File: src/rtl/if_fetch_unit_if.sv
// Instruction-cache fetch bus: request/address out, ready/rdata back (ready may be same-cycle on a hit).
interface if_fetch_unit_if;
  logic        icache_req;
  logic [31:0] icache_addr;
  logic        icache_ready;
  logic [31:0] icache_rdata;

  modport master (
    output icache_req,
    output icache_addr,
    input  icache_ready,
    input  icache_rdata
  );

  modport slave (
    input  icache_req,
    input  icache_addr,
    output icache_ready,
    output icache_rdata
  );
endinterface

File: src/rtl/if_fetch_unit.sv
// Fetch stage: owns PC, issues I-cache requests, feeds IF/ID; 0-cycle hit, stalls while ready is low.
// Redirects during a miss wait out the pending access and drop its data. IF_PERF_CNT_EN adds perf counters.
module if_fetch_unit #(
  parameter logic [31:0] RESET_PC = 32'h0000_0000,
  parameter logic [31:0] PC_STEP  = 32'd4
) (
  input  logic                   clk,
  input  logic                   reset,
  input  logic                   pc_write_in,
  input  logic                   branch_taken_in,
  input  logic [31:0]            branch_target_in,
  input  logic                   jump_in,
  input  logic [31:0]            jump_target_in,
  if_fetch_unit_if.master        icache,
  output logic [31:0]            instruction_out,
  output logic [31:0]            pcCurrent_out,
  output logic                   fetch_stall_out
`ifdef IF_PERF_CNT_EN
  ,
  output logic [31:0]            perf_fetch_cnt,
  output logic [31:0]            perf_miss_cyc
`endif
);

  typedef enum logic [1:0] {
    S_IDLE    = 2'd0,
    S_RUN     = 2'd1,
    S_DISCARD = 2'd2
  } state_e;

  state_e      state_q, state_d;
  logic [31:0] pc_q, pc_d;
  logic [31:0] pend_target_q, pend_target_d;
  logic        redirect_pend_q, redirect_pend_d;

  logic        redirect;
  logic [31:0] redirect_target;
  logic        ready;

  assign ready    = icache.icache_ready;
  assign redirect = branch_taken_in | jump_in;

  // Branch belongs to the older instruction, so it overrides a simultaneous jump.
  always_comb begin
    redirect_target = branch_taken_in ? branch_target_in : jump_target_in;
    redirect_target[1:0] = 2'b00;
  end

  always_ff @(posedge clk or negedge reset) begin
    if (!reset) begin
      state_q         <= S_IDLE;
      pc_q            <= {RESET_PC[31:2], 2'b00};
      pend_target_q   <= 32'h0;
      redirect_pend_q <= 1'b0;
    end else begin
      state_q         <= state_d;
      pc_q            <= pc_d;
      pend_target_q   <= pend_target_d;
      redirect_pend_q <= redirect_pend_d;
    end
  end

  always_comb begin
    state_d         = state_q;
    pc_d            = pc_q;
    pend_target_d   = pend_target_q;
    redirect_pend_d = redirect_pend_q;
    case (state_q)
      S_IDLE: begin
        state_d = S_RUN;
      end
      S_RUN: begin
        if (redirect) begin
          if (ready) begin
            pc_d = redirect_target;
          end else begin
            pend_target_d   = redirect_target;
            redirect_pend_d = 1'b1;
            state_d         = S_DISCARD;
          end
        end else if (ready && pc_write_in) begin
          pc_d = (pc_q + PC_STEP) & 32'hFFFF_FFFC;
        end
      end
      S_DISCARD: begin
        if (redirect) begin
          pend_target_d = redirect_target;
        end
        // The bus cannot abort, so the stale access must complete before moving on.
        if (ready) begin
          pc_d            = redirect ? redirect_target : pend_target_q;
          redirect_pend_d = 1'b0;
          state_d         = S_RUN;
        end
      end
      default: begin
        state_d = S_IDLE;
      end
    endcase
  end

  logic fetch_vld;

  always_comb begin
    icache.icache_req  = 1'b0;
    icache.icache_addr = pc_q;
    fetch_vld          = 1'b0;
    case (state_q)
      S_RUN: begin
        icache.icache_req = 1'b1;
        fetch_vld         = ready & ~redirect_pend_q;
      end
      S_DISCARD: begin
        icache.icache_req = 1'b1;
      end
      default: begin
        icache.icache_req = 1'b0;
      end
    endcase
    instruction_out = fetch_vld ? icache.icache_rdata : 32'h0;
    pcCurrent_out   = pc_q + PC_STEP;
    fetch_stall_out = ~fetch_vld;
  end

`ifdef IF_PERF_CNT_EN
  logic [31:0] perf_fetch_q, perf_fetch_d;
  logic [31:0] perf_miss_q, perf_miss_d;

  always_comb begin
    perf_fetch_d = perf_fetch_q;
    perf_miss_d  = perf_miss_q;
    if (state_q == S_RUN && ready && pc_write_in) begin
      perf_fetch_d = perf_fetch_q + 32'd1;
    end
    if (icache.icache_req && !ready) begin
      perf_miss_d = perf_miss_q + 32'd1;
    end
  end

  always_ff @(posedge clk or negedge reset) begin
    if (!reset) begin
      perf_fetch_q <= 32'h0;
      perf_miss_q  <= 32'h0;
    end else begin
      perf_fetch_q <= perf_fetch_d;
      perf_miss_q  <= perf_miss_d;
    end
  end

  assign perf_fetch_cnt = perf_fetch_q;
  assign perf_miss_cyc  = perf_miss_q;
`endif

endmodule

File: src/flat_wrapper.sv
// flat-port wrapper written by rule: the top's interface ports become plain ports
module if_fetch_unit_flat 
#(
  parameter logic [31:0] RESET_PC = 32'h0000_0000,
  parameter logic [31:0] PC_STEP  = 32'd4
)
  (clk, reset, pc_write_in, branch_taken_in, branch_target_in, jump_in, jump_target_in, instruction_out, pcCurrent_out, fetch_stall_out, icache_icache_req, icache_icache_addr, icache_icache_ready, icache_icache_rdata);
  if_fetch_unit_if icache_i ();
  input  logic clk;
  input  logic reset;
  input  logic pc_write_in;
  input  logic branch_taken_in;
  input  logic [31:0] branch_target_in;
  input  logic jump_in;
  input  logic [31:0] jump_target_in;
  output logic [31:0] instruction_out;
  output logic [31:0] pcCurrent_out;
  output logic fetch_stall_out;
  output wire logic [$bits(icache_i.icache_req)-1:0] icache_icache_req;
  output wire logic [$bits(icache_i.icache_addr)-1:0] icache_icache_addr;
  input wire logic [$bits(icache_i.icache_ready)-1:0] icache_icache_ready;
  input wire logic [$bits(icache_i.icache_rdata)-1:0] icache_icache_rdata;
  assign icache_icache_req = icache_i.icache_req;
  assign icache_icache_addr = icache_i.icache_addr;
  assign icache_i.icache_ready = icache_icache_ready;
  assign icache_i.icache_rdata = icache_icache_rdata;
  if_fetch_unit #(.RESET_PC(RESET_PC), .PC_STEP(PC_STEP)) u_core (.clk(clk), .reset(reset), .pc_write_in(pc_write_in), .branch_taken_in(branch_taken_in), .branch_target_in(branch_target_in), .jump_in(jump_in), .jump_target_in(jump_target_in), .icache(icache_i), .instruction_out(instruction_out), .pcCurrent_out(pcCurrent_out), .fetch_stall_out(fetch_stall_out));
endmodule
File: config.mk
export PLATFORM = sky130hd
export DESIGN_NAME = if_fetch_unit_flat
export DESIGN_NICKNAME = d
export VERILOG_FILES = /design/src/rtl/if_fetch_unit_if.sv /design/src/rtl/if_fetch_unit.sv /design/src/flat_wrapper.sv
export SDC_FILE = /design/constraint.sdc
export NUM_CORES = 1
export LEC_CHECK = 0
export ABC_AREA = 1
export ABC_CLOCK_PERIOD_IN_PS = 2150
export BUFFER_PORTS_ARGS = -buffer_cell sky130_fd_sc_hd__buf_2
export CAP_MARGIN = 20
export CORE_MARGIN = 2
export CORE_UTILIZATION = 43
export DETAILED_ROUTE_END_ITERATION = 10
export HOLD_SLACK_MARGIN = 0.15
export PLACE_DENSITY = 0.76
export SYNTH_ARGS = -nofsm -noshare
export SYNTH_HDL_FRONTEND = slang
export SYNTH_SLANG_ARGS = --single-unit
File: constraint.sdc
create_clock -name clk -period 2.15 [get_ports clk]
set_input_delay 0.215 -clock clk [delete_from_list [all_inputs] [get_ports clk]]
set_output_delay 0.215 -clock clk [all_outputs]
set_load 0.05 [all_outputs]
* Word level (Yosys, flattened, before mapping)
Index checks and enable logic that the tools add are counted.
Storage, ports and cells: register bits after elaboration 67, output and inout bits 98, input bits 102, word-level logic and storage cells 45
Operators by class: mux-type cells 21, add/sub/neg operators 1, bitwise operators 4, eq/ne operators 7, reductions and logical operators 8
Operators by type and width (count):
- 32-bit two-way mux | 9
- 32-bit one-hot mux with 2 select lines | 2
- 32-bit by 3-bit adder with 32-bit output (second input constant) | 1
- 4-bit AND reduction | 2
- 2-bit two-way mux | 3
- 2-bit one-hot mux with 3 select lines | 1
- 3-bit AND reduction | 2
- 1-bit two-way mux | 5
- 2-bit inequality test (second input constant) | 2
- 3-bit by 1-bit inequality test with 1-bit output (second input constant) | 1
- 3-bit inequality test (second input constant) | 1
- 2-bit by 1-bit == test with 1-bit output (second input constant) | 1
- 2-bit == test (second input constant) | 1
- 2-bit zero test | 1
- 2-bit by 1-bit inequality test with 1-bit output (second input constant) | 1
- 1-bit inverter | 2
- 1-bit one-hot mux with 2 select lines | 1
- 2-bit nonzero test | 1
- 2-bit OR reduction | 1
- 1-bit bitwise AND | 1
- 1-bit logical AND | 1
- 1-bit OR | 1

* Logic depth before layout (Yosys ltp)
Gate-level depths: netlist of the first run.
word-level depth 4, gate-level depth with buffers 11, depth with buffers taken out 10

* Worst setup path before layout of the first run
Ideal clock, no wire load.
kind register to register, start register u_core.pc_q[2], in the netlist u_core.icache.icache_addr[2], end register u_core.pc_q[9], in the netlist u_core.icache.icache_addr[9], clock period less this slack 2.641 ns, arrival 2.563 ns, cell stages (with the launch flop) 7, slack -0.491 ns, required time 2.072 ns, library setup time 0.078 ns, cell sequence dfrtp_1 inv_1 nor2_4 nand2_4 xnor2_1 nand2_1 a21oi_1
On the way: longest elaborated chain between the ends 4
Ends and longest elaborated chain:
- from (decl) | line if_fetch_unit.sv:32 | logic [31:0] pc_q, pc_d;
- from (signal assigned) | line if_fetch_unit.sv:52 | pc_q <= {RESET_PC[31:2], 2'b00};
- from (signal assigned) | line if_fetch_unit.sv:57 | pc_q <= pc_d;
- 32-bit by 3-bit adder with 32-bit output
- via pcCurrent_out[9] | line flat_wrapper.sv:17 | output logic [31:0] pcCurrent_out;
- 32-bit two-way mux | line if_fetch_unit.sv:81 | end else if (ready && pc_write_in) begin
- 32-bit two-way mux | line if_fetch_unit.sv:73 | if (redirect) begin
- 32-bit one-hot mux with 2 select lines | line if_fetch_unit.sv:68 | case (state_q)
The timed path passes the listed nets, and every way through them passes these cells. The select of a mux whose other input is x is not followed. A chain may end at the register's enable or synchronous reset.

* Worst setup path in the final report of the first run
start register u_core.pc_q[2], in the netlist u_core.icache.icache_addr[2], end output pcCurrent_out[24]
On the way: longest elaborated chain between the ends 1
Ends and longest elaborated chain:
- 32-bit by 3-bit adder with 32-bit output | line if_fetch_unit.sv:121 | pcCurrent_out = pc_q + PC_STEP;
- to (decl) | line flat_wrapper.sv:17
No other way between the ends.

==> results of run 1 <==
==> final timing paths <==
path / to / slack, ns / depth (start not counted)
max in group asynchronous: u_core.icache.icache_addr[7] / 1.38 / 3
max reg2reg: u_core.icache.icache_addr[13] / 0.31 / 8
min: u_core.pend_target_q[15] / 0.23 / 5
max: pcCurrent_out[24] / 0.04 / 9
min in group asynchronous: u_core.icache.icache_addr[1] / 0.44 / 3
min reg2reg: u_core.pend_target_q[1] / 0.50 / 2
==> cells in the final DEF (no fill, tap or decap), types with 9 or more instances in the layout <==
cell type | Yosys | final
a21oi_1 | 50 | 50
nand2_1 | 197 | 191
dfrtp_1 | 67 | 52
nor2_4 | 9 | 11
clkbuf_16 | 0 | 9
o21ai_0 | 40 | 40
nor2_1 | 131 | 124
nand3_1 | 18 | 17
nand2_2 | 5 | 11
buf_2 | 11 | 181
inv_1 | 92 | 91
o22ai_1 | 15 | 15
dfrtp_2 | 0 | 15
buf_4 | 7 | 27
or2_2 | 15 | 15
==> kinds of logic (layout without fill, tap and decap cells) <==
logic type | after synthesis | after routing | share of synthesized area [%]
AOI/OAI and AO/OA | 121 | 121 | 13.63
xor gates and xnor gates | 12 | 12 | 3.389
adders and majority gates | 4 | 4 | 1.027
buffers and inverters | 128 | 332 | 10.71
DFF | 67 | 67 | 34.40
and+or+nand+nor | 401 | 401 | 36.84
==> flip-flops by register name (all words and copies together) (netlist names) <==
| name | flops |
|---|---|
| u_core.icache.icache_addr | 32 |
| u_core.pend_target_q | 32 |
| u_core.redirect_pend_q | 1 |
| u_core.state_q | 2 |
==> routing by layer <==
metal  track usage [%]  vias to the layer above
met2             39.39                      242
met4             6.917                        0
met5                 0                        -
li1                  -                     2673
met1             32.34                     2414
met3             3.787                       18
==> worst max-delay path, delay by kind of cell (launching register included) <==
| kind | cells | cell delay, ns |
|---|---|---|
| simple gates | 7 | 0.85 |
| fa+ha+maj | 1 | 0.16 |
| flops | 1 | 0.43 |
| buf+inv | 1 | 0.14 |
==> per-stage QoR <==
step	cell area (sq um)	power, mW	TNS (ns)	util, %
after floorplan	5002	8.112	-0.8225	-
final	6708	11.91	0	61.34
after detailed placement	6197	9.938	0	56.67
after global routing	6708	12.69	-0.1347	61.34
after CTS	6609	11.73	-0.006430	60.43
after global placement	6197	9.849	0	56.67
==> cells in the mapped netlist, types with 5 or more instances <==
cell type | n | share of area, %
inv_1 | 92 | 7.1
clkbuf_1 | 13 | 1.0
nand3_1 | 18 | 1.8
nand2_2 | 5 | 0.64
nand3b_1 | 6 | 0.92
and2_1 | 6 | 0.77
o22ai_1 | 15 | 1.9
or2_2 | 15 | 1.9
xor2_2 | 8 | 2.7
nor2_1 | 131 | 10
dfrtp_1 | 67 | 34
nand2_1 | 197 | 15
o21ai_0 | 40 | 4.1
a22oi_1 | 6 | 0.92
a21oi_1 | 50 | 5.1
nor2_4 | 9 | 2.1
buf_4 | 7 | 1.1
buf_2 | 11 | 1.1
==> layout make-up <==
cell class	instances	area [sq um]	area share, %
clock buffers	9	225.2	3.358
clock inverters	7	101.3	1.511
inverters	94	356.6	5.316
multi-input cells	538	2864	42.70
flip-flops and latches	67	1695	25.28
well taps	140	175.2	2.611
repair buffers	222	1290	19.23
==> where the power goes <==
part	switching [mW]	internal (mW)	total (mW)
combinational	5.45	2.30	7.74
clock	0.581	1.02	1.60
sequential	0.636	1.92	2.56
total	6.66	5.24	11.9
==> timing repair <==
item	CTS	global route
gates resized for setup	17	30
pin swaps	5	7
hold buffers	1	0
hold endpoints to repair	67	0
buffers inserted	3	4
endpoints found under the setup margin	15	22
==> impl_metrics.env, run 1 <==
export IMPL_synth_edff_count=0
export IMPL_max_freq_ghz=0.4737
export IMPL_clk_path_buf_depth=2
export IMPL_yosysWarnings=0
export IMPL_rsz0062_at_grt="yes"
export IMPL_worst_setup_path_end_kind="output port"
export IMPL_fp_dieW_um=110.5
export IMPL_io_pins=200
export IMPL_worstHoldStart="jump_target_in[15]"
export IMPL_clock_root_buffer="clkbuf_16"
export IMPL_postSynthAreaPerCell_sq_um=6.649
export IMPL_drt_vias_per_instance=4.965
export IMPL_drive_gt1_share_pct=34.79
export IMPL_drt_wirelength_per_cell_um=13.91
export IMPL_core_area_sq_mm=0.01094
export IMPL_hold_path_class="input pin to flip-flop"
export IMPL_cts_buffers=9
export IMPL_wl_met3_mm=1.198
export IMPL_antenna_found_initial=0
export IMPL_worst_setup_path_type="flip-flop to output port"
export IMPL_cp_required_ns=1.93
export IMPL_grt_pass1_wl_mm=23.80
export IMPL_cts_num_sinks=67
export IMPL_nets=1038
export IMPL_setup_viol=0
export IMPL_antenna_cells=0
export IMPL_yosysSeqAreaShare_pct=34.40
export IMPL_ys_async_sr_fraction_pct=100.0
export IMPL_crit_chain="ha_4 > nand2_2 > nor2_4 > nand2_2 > nor2_4 > nand2_1 > nand2_1 > and2_4 > buf_8"
export IMPL_route_met2_wl_mm=7.211
export IMPL_final_hold_viol_count=0
export IMPL_finalNonFillerCells=1077
export IMPL_critPathArrivalTime_ns=1.90
export IMPL_clk_transition_reported_paths_ns=0.06
export IMPL_timing_final_ws_setup_ns=0.03914
export IMPL_syn_to_final_growth_pct=37.64
export IMPL_track_usage_pct=23.83
export IMPL_met1_length_mm=6.350
export IMPL_cp_max_fo=4
export IMPL_timing_rr_start="u_core.state_q[0]"
export IMPL_fill_cells=1006
export IMPL_cp_slowest_cell="dfrtp_2"
export IMPL_drt_antenna_violating_nets=0
export IMPL_ys_ff_latch=67
export IMPL_period_minus_slack_ns=2.111
export IMPL_clk_latency_ns=0.33
export IMPL_crit_path_start_kind="flip-flop"
export IMPL_relSlewSlack_pct=60.14
export IMPL_dpl_hpwl_mm=11.32
export IMPL_worstMarginPinSlew_ns=0.5973
export IMPL_hold_ws_ns=0.2256
export IMPL_h_tree_depth=3
export IMPL_pre_cts_ws_ns=0.1608
export IMPL_topRoutingLayerUsed="met4"
export IMPL_finClkSkew_ns=0.006111
export IMPL_grt_max_degree=68
export IMPL_slowest_delay_ns=0.43
export IMPL_startpoint="u_core.icache.icache_addr[2]"
export IMPL_synth_area_sq_mm=0.004873
export IMPL_report_final_slew_viol_count=0
export IMPL_num_rows=38
export IMPL_syn_inst=733
export IMPL_powerDensity_mw_per_mm2=1775
export IMPL_syn_nets=839
export IMPL_timing_final_crit_share_pct=98.18
export IMPL_drt_initial_drc_count=373
export IMPL_die_h_um=110.5
export IMPL_ys_types=36
export IMPL_cts_tree="done"
export IMPL_die_area_sq_mm=0.01220
export IMPL_route_detailed_drc=0
export IMPL_vias=5347
export IMPL_peakVddDrop_mv=1.391
export IMPL_overflow=0
export IMPL_wl_mm=14.98
export IMPL_status="complete, no violations"
export IMPL_grt_pass1_vias=4862
export IMPL_place_congestion=0.8928
export IMPL_dp_cells=1053
export IMPL_drv_cap=0
export IMPL_io_buffers=195
export IMPL_start_util_pct=44.57
export IMPL_drt_pass1_iterations=5
export IMPL_p_leak_nw=3.639
export IMPL_synth_ff_type="dfrtp_1"
No activity file was read; power rests on OpenSTA's default activity.
==> inputs of run 2 (changes only) <==
RECOVER_POWER = 100   (was unset)
==> run 2 against run 1 <==
  * Worst hold slack gained 0.0047 ns
  * Total power down 0.17%
  * Global-route usage did not move
  * Core utilization shrank 0.24 points
  * Flip-flop and latch count is the same
  * First-iteration DRC count grew 7.2%
  * Sequential share of layout area grew 0.099 points
  * Clock skew rose by 0.0011 ns
  * Cell count is the same
  * Routed wire length grew 0.27%
==> impl_metrics.env, run 2 (synthesis results as in run 1) <==
export IMPL_h_tree_depth=3
export IMPL_internal_power_mw=5.222
export IMPL_powerDensity_mw_per_mm2=1779
export IMPL_timing_rr_start="u_core.state_q[0]"
export IMPL_drt_pass1_iterations=5
export IMPL_peakVddDrop_mv=1.381
export IMPL_fp_dieW_um=110.5
export IMPL_track_usage_pct=23.83
export IMPL_power_mw=11.89
export IMPL_period_minus_slack_ns=2.111
export IMPL_endpoint="pcCurrent_out[24]"
export IMPL_drv_cap=0
export IMPL_rsz0062_at_grt="yes"
export IMPL_syn_to_final_growth_pct=37.10
export IMPL_die_h_um=110.5
export IMPL_timing_final_crit_share_pct=98.19
export IMPL_finalSetupTns_ns=0
export IMPL_cp_max_fo=4
export IMPL_crit_path_start_kind="flip-flop"
export IMPL_nets=1038
export IMPL_finClkSkew_ns=0.007230
export IMPL_p_leak_nw=3.599
export IMPL_cts_buffers=9
export IMPL_clk_path_buf_depth=2
export IMPL_drt_initial_drc_count=400
export IMPL_reg2regPathDepth=8
export IMPL_num_rows=38
export IMPL_seq_area_sq_mm=0.001695
export IMPL_clk_latency_ns=0.33
export IMPL_cts_num_sinks=67
export IMPL_overflow=0
export IMPL_r2r_slack_ns=0.35
export IMPL_slowest_delay_ns=0.43
export IMPL_grt_max_degree=68
export IMPL_netSwitchingFraction_pct=56.08
export IMPL_io_pins=200
export IMPL_finalNonFillerCells=1077
export IMPL_antenna_found_initial=0
export IMPL_grt_pass1_wl_mm=23.80
export IMPL_worst_setup_path_end_kind="output port"
export IMPL_vias=5354
export IMPL_start_util_pct=44.57
export IMPL_fin_util_pct=61.10
export IMPL_io_buffers=195
export IMPL_worst_setup_path_type="flip-flop to output port"
export IMPL_core_area_sq_mm=0.01094
export IMPL_dpl_hpwl_mm=11.32
export IMPL_antenna_cells=0
export IMPL_hold_path_class="input pin to flip-flop"
export IMPL_drive_gt1_share_pct=33.62
export IMPL_clock_root_buffer="clkbuf_16"
export IMPL_multi_input_area_sq_mm=0.002864
export IMPL_cp_required_ns=1.93
export IMPL_pre_cts_ws_ns=0.1608
export IMPL_drt_wirelength_per_cell_um=13.94
export IMPL_final_cell_mix="nand2_1, buf_2, nor2_1, inv_1, dfrtp_1"
export IMPL_worstHoldStart="jump_target_in[15]"
export IMPL_wl_mm=15.02
export IMPL_pwr_share_seq_pct=21.6
export IMPL_die_area_sq_mm=0.01220
export IMPL_cp_slowest_cell="dfrtp_2"
export IMPL_net_switching_power_mw=6.666
export IMPL_power_frac_clock_pct=13.6
export IMPL_fill_cells=1015
export IMPL_status="complete, no violations"
export IMPL_clk_transition_reported_paths_ns=0.06
export IMPL_cts_tree="done"
export IMPL_worstMarginPinSlew_ns=0.9697
export IMPL_critPathArrivalTime_ns=1.90
export IMPL_crit_chain="ha_4 > nand2_2 > nor2_4 > nand2_2 > nor2_4 > nand2_1 > nand2_1 > and2_4 > buf_8"
export IMPL_reg2reg_to="u_core.icache.icache_addr[13]"
export IMPL_startpoint="u_core.icache.icache_addr[2]"
export IMPL_report_final_slew_viol_count=0
export IMPL_dp_cells=1053
export IMPL_drt_vias_per_instance=4.971
export IMPL_final_hold_viol_count=0
export IMPL_grt_pass1_vias=4862
export IMPL_max_freq_ghz=0.4737
export IMPL_layout_commonest_cell="nand2_1"
export IMPL_place_congestion=0.8928
export IMPL_drt_antenna_violating_nets=0
export IMPL_timing_final_ws_setup_ns=0.03900
export IMPL_setup_viol=0
export IMPL_relSlewSlack_pct=35.35
export IMPL_route_detailed_drc=0
export IMPL_p_comb_share_pct=64.9
## run 2: layout make-up
type                            count  share of cell area [%]
Timing Repair Buffer              222                   18.91
Clock inverter                      7                   1.517
Multi-Input combinational cell    538                   42.87
Tap cell                          140                   2.622
Clock buffer                        9                   3.371
Sequential cell                    67                   25.37
Inverter                           94                   5.337
## run 2: critical path: cells and delay by family, from the launching register on
family        cells  cell delay (ns)
flops             1             0.43
simple gates      7             0.85
buf+inv           1             0.14
fa+ha+maj         1             0.16
## run 2: metal layers
layer	GRT usage [%]	up-vias	wire (um)
met5	0	-	0
met4	6.917	0	208
met3	3.787	16	1044
met2	39.39	227	7225
met1	32.34	2432	6540
li1	-	2679	-
## run 2: power groups by stage
stage          clock network, mW  logic (mW)  registers [mW]
2_1_floorplan                  0        4.66            3.45
3_3_place_gp                   0        7.33            2.51
3_5_place_dp                   0        7.40            2.54
4_1_cts                     1.63        7.57            2.53
5_1_grt                     1.71        8.32            2.65
6_report                    1.61        7.71            2.56
## run 2: what timing repair did
action | CTS | global route
hold buffers | 1 | 0
pin swaps | 5 | 7
setup buffers | 3 | 4
gates resized for setup | 17 | 30
hold endpoints to repair | 67 | 0
endpoints found under the setup margin | 15 | 22
## run 2: metrics by stage
| step | cell area (sq um) | hold WS [ns] |
|---|---|---|
| finish | 6681 | 0.2303 |
| global placement | 6197 | 0.2685 |
| CTS | 6609 | 0.2214 |
| detailed placement | 6197 | 0.2699 |
| global route | 6681 | 0.2461 |
| floorplan | 5002 | -0.08059 |
## run 2: how the worst min path moves through the flow
stage,endpoint,cells past startpoint
after global routing,u_core.pend_target_q[20],3
after detailed placement,u_core.icache.icache_addr[1],2
after floorplan,u_core.icache.icache_addr[0],0
after global placement,u_core.icache.icache_addr[1],2
final,u_core.pend_target_q[15],5
after CTS,u_core.pend_target_q[13],3
